--- config.mk ---
export PLATFORM = sky130hd
export DESIGN_NAME = rom_fetch_scheduler
export DESIGN_NICKNAME = d
export VERILOG_FILES = /design/src/rtl/rom_fetch_scheduler.sv
export SDC_FILE = /design/constraint.sdc
export NUM_CORES = 1
export LEC_CHECK = 0
export BUFFER_PORTS_ARGS = -buffer_cell sky130_fd_sc_hd__buf_4
export CAP_MARGIN = 15
export CORE_UTILIZATION = 56
export CTS_BUF_LIST = sky130_fd_sc_hd__clkbuf_8 sky130_fd_sc_hd__clkbuf_16
export DETAILED_ROUTE_END_ITERATION = 8
export PLACE_DENSITY = 0.89
export SYNTH_ARGS = -nofsm -noshare
export SYNTH_HDL_FRONTEND = slang
export SYNTH_SLANG_ARGS = --single-unit
--- constraint.sdc ---
create_clock -name clk -period 5.3 [get_ports clk]
set_input_delay 0.53 -clock clk [delete_from_list [all_inputs] [get_ports clk]]
set_output_delay 0.53 -clock clk [all_outputs]
set_load 0.1 [all_outputs]
--- src/rtl/rom_fetch_scheduler.sv ---
// rom_fetch_scheduler
//   Time-shares a single character ROM between the four display-digit address
//   sources. A bank of four 8-bit segment patterns is kept for scan_unit. Only
//   slots whose address changed, or that were invalidated, are fetched, and
//   they are served in round-robin order.
//
// Ports
//   clk        system clock, rising edge
//   rst        asynchronous active-high reset, aborts any fetch in flight
//   addr_in    four slot addresses, slot0 in the top AW bits .. slot3 in the low AW bits
//   refresh    one-cycle pulse that invalidates every slot and forces a refetch
//   rom_addr   registered address to the shared ROM
//   rom_data   ROM read data, ROM_LAT cycles after rom_addr
//   sseg_bank  {slot0,slot1,slot2,slot3} segment patterns
//   valid      valid[3-s] set when slot s pattern matches its tag and is not invalidated
//   busy       a ROM fetch is in flight
module rom_fetch_scheduler #(
  parameter int         AW      = 6,
  parameter int         DEPTH   = 35,
  parameter int         ROM_LAT = 1,
  parameter logic [7:0] BLANK   = 8'hFF
) (
  input  logic            clk,
  input  logic            rst,
  input  logic [4*AW-1:0] addr_in,
  input  logic            refresh,
  output logic [AW-1:0]   rom_addr,
  input  logic [7:0]      rom_data,
  output logic [31:0]     sseg_bank,
  output logic [3:0]      valid,
  output logic            busy
);

  localparam int CW = (ROM_LAT < 1) ? 1 : $clog2(ROM_LAT + 1);
  localparam logic [AW:0] DEPTH_V = (AW + 1)'(DEPTH);

  typedef enum logic {IDLE, WAIT} state_t;

  state_t        state, state_nxt;
  logic [CW-1:0] cnt;
  logic [1:0]    rr_ptr;
  logic [1:0]    cur;
  logic          stale;

  // Per-slot storage, indexed by slot number (slot0 = leftmost digit)
  logic [AW-1:0] tag  [4];
  logic [7:0]    pat  [4];
  logic [3:0]    vld;

  logic [AW-1:0] addr_s [4];
  logic [3:0]    need;
  logic [3:0]    need_eff;
  logic          capture;
  logic          cap_ok;
  logic          found;
  logic [1:0]    win;
  logic          issue;
  logic          oor;

  always_comb begin
    for (int s = 0; s < 4; s++) begin
      addr_s[s] = addr_in[(3-s)*AW +: AW];
      need[s]   = ~vld[s] | (addr_s[s] != tag[s]);
    end
  end

  // A capture only marks the slot valid if no refresh hit the fetch and the
  // slot still asks for the address that was fetched; otherwise the pattern
  // is written but the slot keeps requesting service.
  assign capture = (state == WAIT) && (cnt == CW'(ROM_LAT));
  assign cap_ok  = capture && !stale && !refresh && (addr_s[cur] == tag[cur]);

  // Demand as seen after this edge, so a back-to-back issue on a capture edge
  // neither re-serves a slot that just completed nor misses a refresh.
  always_comb begin
    need_eff = need | {4{refresh}};
    if (capture) need_eff[cur] = ~cap_ok;
  end

  // Round-robin search starting just after the last slot served
  always_comb begin
    logic [1:0] idx;
    found = 1'b0;
    win   = 2'd0;
    idx   = 2'd0;
    for (int i = 0; i < 4; i++) begin
      idx = rr_ptr + 2'(i + 1);
      if (!found && need_eff[idx]) begin
        found = 1'b1;
        win   = idx;
      end
    end
  end

  assign issue = ((state == IDLE) || capture) && found;
  assign oor   = ({1'b0, addr_s[win]} >= DEPTH_V);

  always_comb begin
    state_nxt = state;
    case (state)
      IDLE:    if (issue && !oor) state_nxt = WAIT;
      WAIT:    if (capture) state_nxt = (issue && !oor) ? WAIT : IDLE;
      default: state_nxt = IDLE;
    endcase
  end

  always_ff @(posedge clk or posedge rst) begin
    if (rst) begin
      state    <= IDLE;
      busy     <= 1'b0;
      rom_addr <= '0;
      rr_ptr   <= 2'd3;
      cur      <= 2'd0;
      cnt      <= '0;
      stale    <= 1'b0;
      vld      <= '0;
      for (int s = 0; s < 4; s++) begin
        tag[s] <= '0;
        pat[s] <= 8'hFF;
      end
    end else begin
      state <= state_nxt;
      busy  <= (state_nxt == WAIT);

      if (state == WAIT && !capture) cnt <= cnt + CW'(1);

      if (issue)                          stale <= 1'b0;
      else if (state == WAIT && refresh)  stale <= 1'b1;

      if (capture) begin
        pat[cur] <= rom_data;
        if (cap_ok) vld[cur] <= 1'b1;
      end

      if (issue) begin
        rr_ptr   <= win;
        tag[win] <= addr_s[win];
        if (oor) begin
          // Out-of-range address: blank the digit without touching the ROM
          pat[win] <= BLANK;
          vld[win] <= 1'b1;
        end else begin
          // Pattern is stale until the capture, so drop valid meanwhile
          rom_addr <= addr_s[win];
          cur      <= win;
          cnt      <= '0;
          vld[win] <= 1'b0;
        end
      end

      // refresh overrides any valid set on the same edge
      if (refresh) vld <= '0;
    end
  end

  always_comb begin
    for (int s = 0; s < 4; s++) begin
      valid[3-s]             = vld[s];
      sseg_bank[(3-s)*8 +: 8] = pat[s];
    end
  end

endmodule

## Word-level counts from Yosys, hierarchy flattened

Index checks and enable logic that the tools add are counted.

- Add/subtract/negate cells: 4
- Magnitude comparators: 13
- Equal/unequal tests: 5
- Multiplexer cells: 55
- Bitwise gates (word level): 19
- Reduce and logical (&&, ||, !) cells: 25

Operators by type and width:

| kind | number |
|---|---|
| $mux 32 | 3 |
| $mux 6 | 7 |
| $bmux 6 s2 | 3 |
| $bwmux 32 | 1 |
| $demux 8 s2 | 2 |
| $or 32x32->32 | 1 |
| $bwmux 24 | 1 |
| $mux 4 | 6 |
| $ne 6x6->1 | 4 |
| $lt 2x3->1 const B | 6 |
| $mux 1 | 17 |
| $mux 8 | 2 |
| $logic_and 1x1->1 | 15 |
| $demux 6 s2 | 1 |
| $or 4x4->4 | 3 |
| $bmux 1 s2 | 4 |
| $mux 2 | 4 |
| $logic_not 1->1 | 7 |
| $not 1->1 | 7 |
| $eq 6x6->1 | 1 |
| $ge 3x3->1 const B | 2 |
| $ge 6x6->1 const B | 1 |
| $lt 3x1->1 const B | 2 |
| $not 2->3 | 2 |
| other kinds (13) | 19 |

- Flip-flop bits (word level): 73
- Input port bits: 35
- Output and inout port bits: 43
- Logic and storage cells: 136

## Depth between registers and ports, before layout

Gate-level depths: netlist of run 1.

- Depth in word-level cells: 31
- Mapped depth: 17
- Gate-level depth less buffers: 11

## Worst setup path before layout of run 1

No wires, ideal clock.

- Path type: register to register
- Start point: reg state
- End point: reg vld[0]
- Setup time: 0.126 ns
- Data arrival time: 4.279 ns
- Required time: 5.174 ns
- Path slack: 0.896 ns
- Cell stages (with the launch flop): 16
- Buffers on the path: 5
- Period minus slack after synthesis: 4.404 ns
- Path through: dfrtp_1 > buf_4 > or4bb_2 > nand4b_1 > buf_4 > o31ai_4 > o22ai_1 > a211oi_2 > buf_6 > buf_12 > mux2i_1 > mux2i_2 > a2111oi_4 > nand2b_1 > buf_2 > a21oi_1

- Longest elaborated chain between the ends: 28
- Elaborated cells between the ends (all ways): 50
- Those cells by class: 3 x order compare; 28 x mux; 6 x bitwise; 13 x reduce/logical

RTL lines:

| element | RTL line | text |
|---|---|---|
| start: declaration | 39 | `state_t state, state_nxt;` |
| start signal: assignment | 122 | `state <= state_nxt;` |
| branches (longest 26 deep; another with $bwmux 4) | n/a |  |
| $mux 4 (*) | 135 | `if (issue) begin` |
| $mux 4 (*) | 152 | `if (refresh) vld <= '0;` |
| end signal: indexed assignment | 132 | `if (cap_ok) vld[cur] <= 1'b1;` |
| end signal: indexed assignment | 141 | `vld[win] <= 1'b1;` |
| end signal: assignment | 152 |  |
| end: declaration | 48 | `logic [3:0] vld;` |

Every way passes the cells marked *. The select of a mux whose other input is x is not followed.
A chain may end at the register's enable or synchronous reset.

## Worst setup path after layout of run 1

- Start point: reg cur[1]
- End point: reg vld[1]

- Longest elaborated chain between the ends: 30
- Elaborated cells between the ends (all ways): 59
- Those cells by class: 5 x order compare; 1 x eq/ne; 36 x mux; 7 x bitwise; 10 x reduce/logical

RTL lines:

| element | RTL line | text |
|---|---|---|
| start: declaration | 42 | `logic [1:0] cur;` |
| start signal: assignment | 145 | `cur <= win;` |
| branches (longest 28 deep; another with $bmux 6 s2) | n/a |  |
| $mux 4 (*) | 135 |  |
| $mux 4 (*) | 152 |  |

Marked as above.

==> results.toml, run 1 <==
[route]
final_antenna_net_count = 0
dr.pass1.iters = 5
drt_wl_total_um = 11700
wl_per_cell_um = 20.2
drc_errors = 0
via_per_inst = 6.25
drtIter0Drc = 340
vias = 3635

[timing]
report.final.slew_viol_count = 0
finalSetupTns_ns = 0
fin_crit_ns = 4.93
final_hold_viol_count = 0
relSlewSlack_pct = 40.7
max_slew.worst_pin.slew_ns = 0.889
fmax_mhz = 203
fin_skew_ns = 0.00862
rsz0062_at_grt = "no"
fin_crit_sh_pct = 93.1
setup_viol = 0

[synthesis]
syn_nets = 443
synth_edf_count = 0
async_flop_share_pct = 100
synth-main-ff-cell = "dfrtp_1"
synth_top_area_share_pct = 22.6
syn_inst = 408
syn_area_um2 = 4320
yosys_warnings = 0
synthSimpleGateAreaFrac_pct = 19.7
synth.largest_area_cell = "dfrtp_1"
synthTopCellsByCount = "nand2_1 (73), nand3_1 (40), dfrtp_1 (39), dfstp_2 (34), mux2_2 (22)"
ys_seq_elements = 73
synth_top_family_by_area = "simple AND/OR/NAND/NOR gates"
yosysSeqAreaShare_pct = 43.2
synth_cell_type_count = 61
synth_xor_xnor_area_share_pct = 6.28
synth.area.top_cells = "dfrtp_1 (23%), dfstp_2 (21%), nand2_1 (6.3%), mux2_2 (5.7%), mux4_1 (4.9%)"
synth_fa_ha_area_share_pct = 0
synth.most_common_cell = "nand2_1"
synth-compound-area-share_pct = 8.19
syn_area_per_cell_um2 = 10.6
synthMuxAreaShare_pct = 18.2

[placement]
place.detailed.hpwl_um = 8450
place_congestion = 0.937
place.port_buffers = 77

[final_layout]
nNetsFinal = 513
multi_input_area_um2 = 2260
seq_area_um2 = 1870
n_antenna_cell = 0
syn_to_final_growth_pct = 18.3
drive_gt1_share_pct = 36.4
final.fill_count = 547

[die]
core-area_um2 = 7370
num_io_pins = 78
die-area_um2 = 8080
start_util_pct = 58.7
die_w_um = 89.9
die_h_um = 89.9
num_rows = 31

[clocking]
cts_inserted_buffers = 9
path_clk_slew_ns = 0.08
clockBufferDepth = 2
cts_tree = "yes"
clockRootBuffer = "clkbuf_8"
cts_hold_buffers = 0
cts_sinks = 73
clkLatencyLatePin_ns = 0.35
ctsHtreeMaxLevel = 3

[setup_path]
required_ns = 5.52
slowest_stage = "mux4_1"
path_cells = "mux4_1, xnor2_1, nand4b_1, o31a_1, and3_1, a211oi_2, buf_4, mux2i_1, mux2i_2, a2111oi_4, nand2b_1, a21oi_1"
cp-start-kind = "flop"
cp_slowest_stage_delay_ns = 0.63
cp.arrival_ns = 5.15
path_max_fanout = 18
cp-end-kind = "flop"
crit_type = "reg2reg"
r2r_setup_slack_ns = 0.37

[global_route]
antenna_found_initial = 0
grt_pass1_vias = 3632
track_usage_pct = 30.2
grt_remaining_overflow = 0
grt_first_pass_wirelength_um = 18900
grt_max_degree = 74

[worst_hold_path]
hold_path.class = "in2reg"

[run]
drv_cap = 0

[run_status]
outcome = "finished clean"
state kept, by name, indices dropped and copies added (netlist names):
name       flops
stale          1
rom_addr       6
vld            4
tag           24
sseg_bank     32
rr_ptr         2
cur            2
cnt            1
state          1
critical path, delay by kind of cell (launching register included):
kind / cells / cell delay (ns)
buffers and inverters: 1 / 0.31
AO/OA/AOI/OAI: 4 / 1.40
multiplexers: 3 / 1.12
AND/OR/NAND/NOR: 3 / 1.10
flip-flops: 1 / 0.57
XOR/XNOR: 1 / 0.29
layout by cell type (no fill, tap or decap), types with 5 or more instances in the layout:
master,n
nand2_1,73
buf_4,82
nor2_1,15
dfrtp_1,38
mux2_2,22
nand4_1,6
nor3_1,9
clkbuf_8,10
o21ai_0,7
a21o_1,5
mux4_1,8
mux2i_1,16
inv_1,6
xor2_1,18
a21oi_1,8
xnor2_1,13
nand3_1,40
dfstp_2,34
nand2b_1,6
worst paths after layout:
kind	depth (start not counted)	endpoint	from
max in group asynchronous	3	cur[1]$_DFFE_PP0P_	rst
setup / recovery	12	vld[1]$_DFF_PP0_	cur[1]$_DFFE_PP0P_
setup reg to reg	12	vld[1]$_DFF_PP0_	cur[1]$_DFFE_PP0P_
min in group asynchronous	3	vld[3]$_DFF_PP0_	rst
hold reg to reg	1	rom_addr[5]$_DFFE_PP0P_	rom_addr[5]$_DFFE_PP0P_
hold / removal	2	vld[3]$_DFF_PP0_	refresh
metrics by stage:
step / hold slack, ns / cell area, um2 / cells / utilization, % / worst slack (ns)
final: 0.404 / 5110 / 582 / 69.4 / 0.367
after global routing: 0.399 / 5110 / 582 / 69.4 / 0.111
after CTS: 0.385 / 5110 / 582 / 69.4 / 0.258
after detailed placement: 0.467 / 4900 / 566 / 66.5 / 0.239
after global placement: 0.468 / 4900 / 566 / 66.5 / 0.540
after floorplan: 0.455 / 4320 / 408 / - / 0.896
cell families (layout without fill, tap and decap cells):
kind of cell | count (synthesis) | after routing
buffers and inverters | 30 | 105
xor gates and xnor gates | 31 | 31
and+or+nand+nor | 175 | 175
AOI/OAI and AO/OA | 44 | 44
DFF | 73 | 73
muxes | 55 | 55
area by class of cell:
type,count,area share [%]
Multi-Input combinational cell,305,44.2
Clock inverter,4,0.538
Inverter,7,0.514
Sequential cell,73,36.6
Clock buffer,12,3.67
Tap cell,99,2.42
Timing Repair Buffer,82,12.0
layer usage:
metal,vias to the layer above,share of wire [%],global-route usage (%)
li1,1607,-,-
met1,1805,41,40.4
met2,190,48,48.5
met3,33,8.7,7.36
met4,0,2.3,10.6
met5,-,0,0
repair_timing:
item / in CTS / in global routing
buffers inserted: 0 / 0
gates resized for setup: 0 / 1
endpoints found under the setup margin: 0 / 31
hold endpoints to repair: 0 / 0
Power of run 1 is left out: the tool's default activity adds up to more than one toggle a clock period on the data nets, which glitch-free logic cannot reach.
==> run 2, diff against run 1 <==
--- a/config.mk
+++ b/config.mk
@@ -7,7 +7,10 @@
 export LEC_CHECK = 0
 export BUFFER_PORTS_ARGS = -buffer_cell sky130_fd_sc_hd__buf_4
 export CAP_MARGIN = 15
-export CORE_UTILIZATION = 56
+export CELL_PAD_IN_SITES_DETAIL_PLACEMENT = 1
+export CELL_PAD_IN_SITES_GLOBAL_PLACEMENT = 2
+export CORE_MARGIN = 10
+export CORE_UTILIZATION = 36
 export CTS_BUF_LIST = sky130_fd_sc_hd__clkbuf_8 sky130_fd_sc_hd__clkbuf_16
 export DETAILED_ROUTE_END_ITERATION = 8
 export PLACE_DENSITY = 0.89
==> run 2 against run 1 <==
- routed wire length is 24% higher
- clock skew fell by 0.0014 ns
- worst setup slack worse by 0.019 ns
- flip-flop and latch count is the same
- register-to-register slack worse by 0.02 ns
- highest routed layer unchanged
==> results.toml, run 2 (same netlist as run 1, synthesis figures left out) <==
[die]
start_util_pct = 37.4
core-area_um2 = 11600
num_io_pins = 78
num_rows = 39
die_w_um = 130
die-area_um2 = 16800
die_h_um = 130

[placement]
place.port_buffers = 77
place_congestion = 0.890
place.detailed.hpwl_um = 10800

[global_route]
grt_pass1_vias = 4005
grt_remaining_overflow = 0
grt_first_pass_wirelength_um = 22600
antenna_found_initial = 0
grt_max_degree = 69
track_usage_pct = 17.3

[clocking]
cts_hold_buffers = 0
cts_resized = 1
clkLatencyLatePin_ns = 0.34
ctsHtreeMaxLevel = 3
path_clk_slew_ns = 0.06
clockBufferDepth = 2
cts_inserted_buffers = 9
postCtsSetupBuffers = 0
cts_tree = "yes"
cts_sinks = 73
clockRootBuffer = "clkbuf_16"

[worst_hold_path]
hold_path.class = "in2async"

[route]
drt_wl_total_um = 14500
drc_errors = 0
vias = 3615
final_antenna_net_count = 0
wl_per_cell_um = 23.0
drtIter0Drc = 363
dr.pass1.iters = 4
via_per_inst = 5.71

[setup_path]
cp-start-kind = "flop"
cp_slowest_stage_delay_ns = 0.68
crit_path_frequent_cell = "a21oi_1"
cp-endpoint = "vld[1]$_DFF_PP0_"
crit_buf_inv = 1
r2r_cells = 12
crit_family = "compound AO/OA/AOI/OAI gates"
path_max_fanout = 20
crit_type = "reg2reg"
required_ns = 5.50
r2r_setup_slack_ns = 0.35
cp.arrival_ns = 5.15
r2r-start = "cur[1]$_DFFE_PP0P_"
r2r-end = "vld[1]$_DFF_PP0_"
slowest_stage = "dfrtp_2"
cp-end-kind = "flop"
path_cells = "mux4_1, xnor2_1, nand3_2, o311ai_0, a21oi_1, a211oi_2, buf_4, mux2i_1, mux2i_2, a2111oi_4, nand2b_1, a21oi_1"
crit_cells = 12
startpoint = "cur[1]$_DFFE_PP0P_"

[run]
drv_cap = 0

[final_layout]
largest_register_ffs = 32
nNetsFinal = 520
seq_area_um2 = 1870
syn_to_final_growth_pct = 22.9
drive_gt1_share_pct = 37.3
final.fill_count = 1291
multi_input_area_um2 = 2270
n_antenna_cell = 0
mostFrequentLayoutCell = "buf_4"
layout_common_cells = "buf_4 (89), nand2_1 (73), nand3_1 (39)"

[timing]
setup_viol = 0
final_hold_viol_count = 0
fin_crit_ns = 4.95
rsz0062_at_grt = "no"
fin_crit_sh_pct = 93.4
finalSetupTns_ns = 0
relSlewSlack_pct = 42.2
report.final.slew_viol_count = 0
max_slew.worst_pin.slew_ns = 0.860
fmax_mhz = 202
fin_skew_ns = 0.00727

[run_status]
outcome = "finished clean"
[run 2: changes by cell type in the layout (fill, tap and decap cells not counted), sizes merged]
cell      change
buf           +7
clkinv        +1
clkinvlp      -1
[run 2: how the worst min path moves through the flow]
stage,end,slack [ns],from,cells past startpoint
2_1_floorplan,stale$_DFFE_PP0P_,0.46,stale$_DFFE_PP0P_,2
3_3_place_gp,stale$_DFFE_PP0P_,0.47,stale$_DFFE_PP0P_,2
3_5_place_dp,sseg_bank[9]$_DFF_PP1_,0.48,sseg_bank[9]$_DFF_PP1_,2
4_1_cts,sseg_bank[13]$_DFF_PP1_,0.26,rst,2
5_1_grt,sseg_bank[11]$_DFF_PP1_,0.28,rst,2
6_report,sseg_bank[13]$_DFF_PP1_,0.26,rst,2
[run 2: layer usage]
layer	track usage, %	part of all wire (%)
met5	0	0
met1	21.3	40
met3	3.55	7.3
met4	6.42	1.8
met2	29.3	51
[run 2: final cells by class]
type / count / area share [%]
multi-input cells: 305 / 42.7
flip-flops and latches: 73 / 35.2
repair buffers: 89 / 12.6
clock buffers: 12 / 5.23
well taps: 143 / 3.37
inverters: 7 / 0.495
clock inverters: 4 / 0.447
[run 2: through the flow]
step	hold WS (ns)	util, %	instances	setup WS (ns)	instance area, um2
floorplan	0.455	-	408	0.896	4320
global placement	0.468	43.3	617	0.365	5000
detailed placement	0.479	43.3	617	0.117	5000
CTS	0.260	45.9	633	0.233	5310
global route	0.277	45.9	633	0.134	5310
finish	0.257	45.9	633	0.348	5310
[run 2: worst reg2reg max path, delay by kind of cell, from the launching register on]
| kind | cells | cell delay (ns) |
|---|---|---|
| DFF | 1 | 0.68 |
| buffers and inverters | 1 | 0.27 |
| and+or+nand+nor | 2 | 0.77 |
| AOI/OAI and AO/OA | 5 | 1.55 |
| xor gates and xnor gates | 1 | 0.36 |
| muxes | 3 | 1.18 |
Power of run 2 is left out for the same reason.
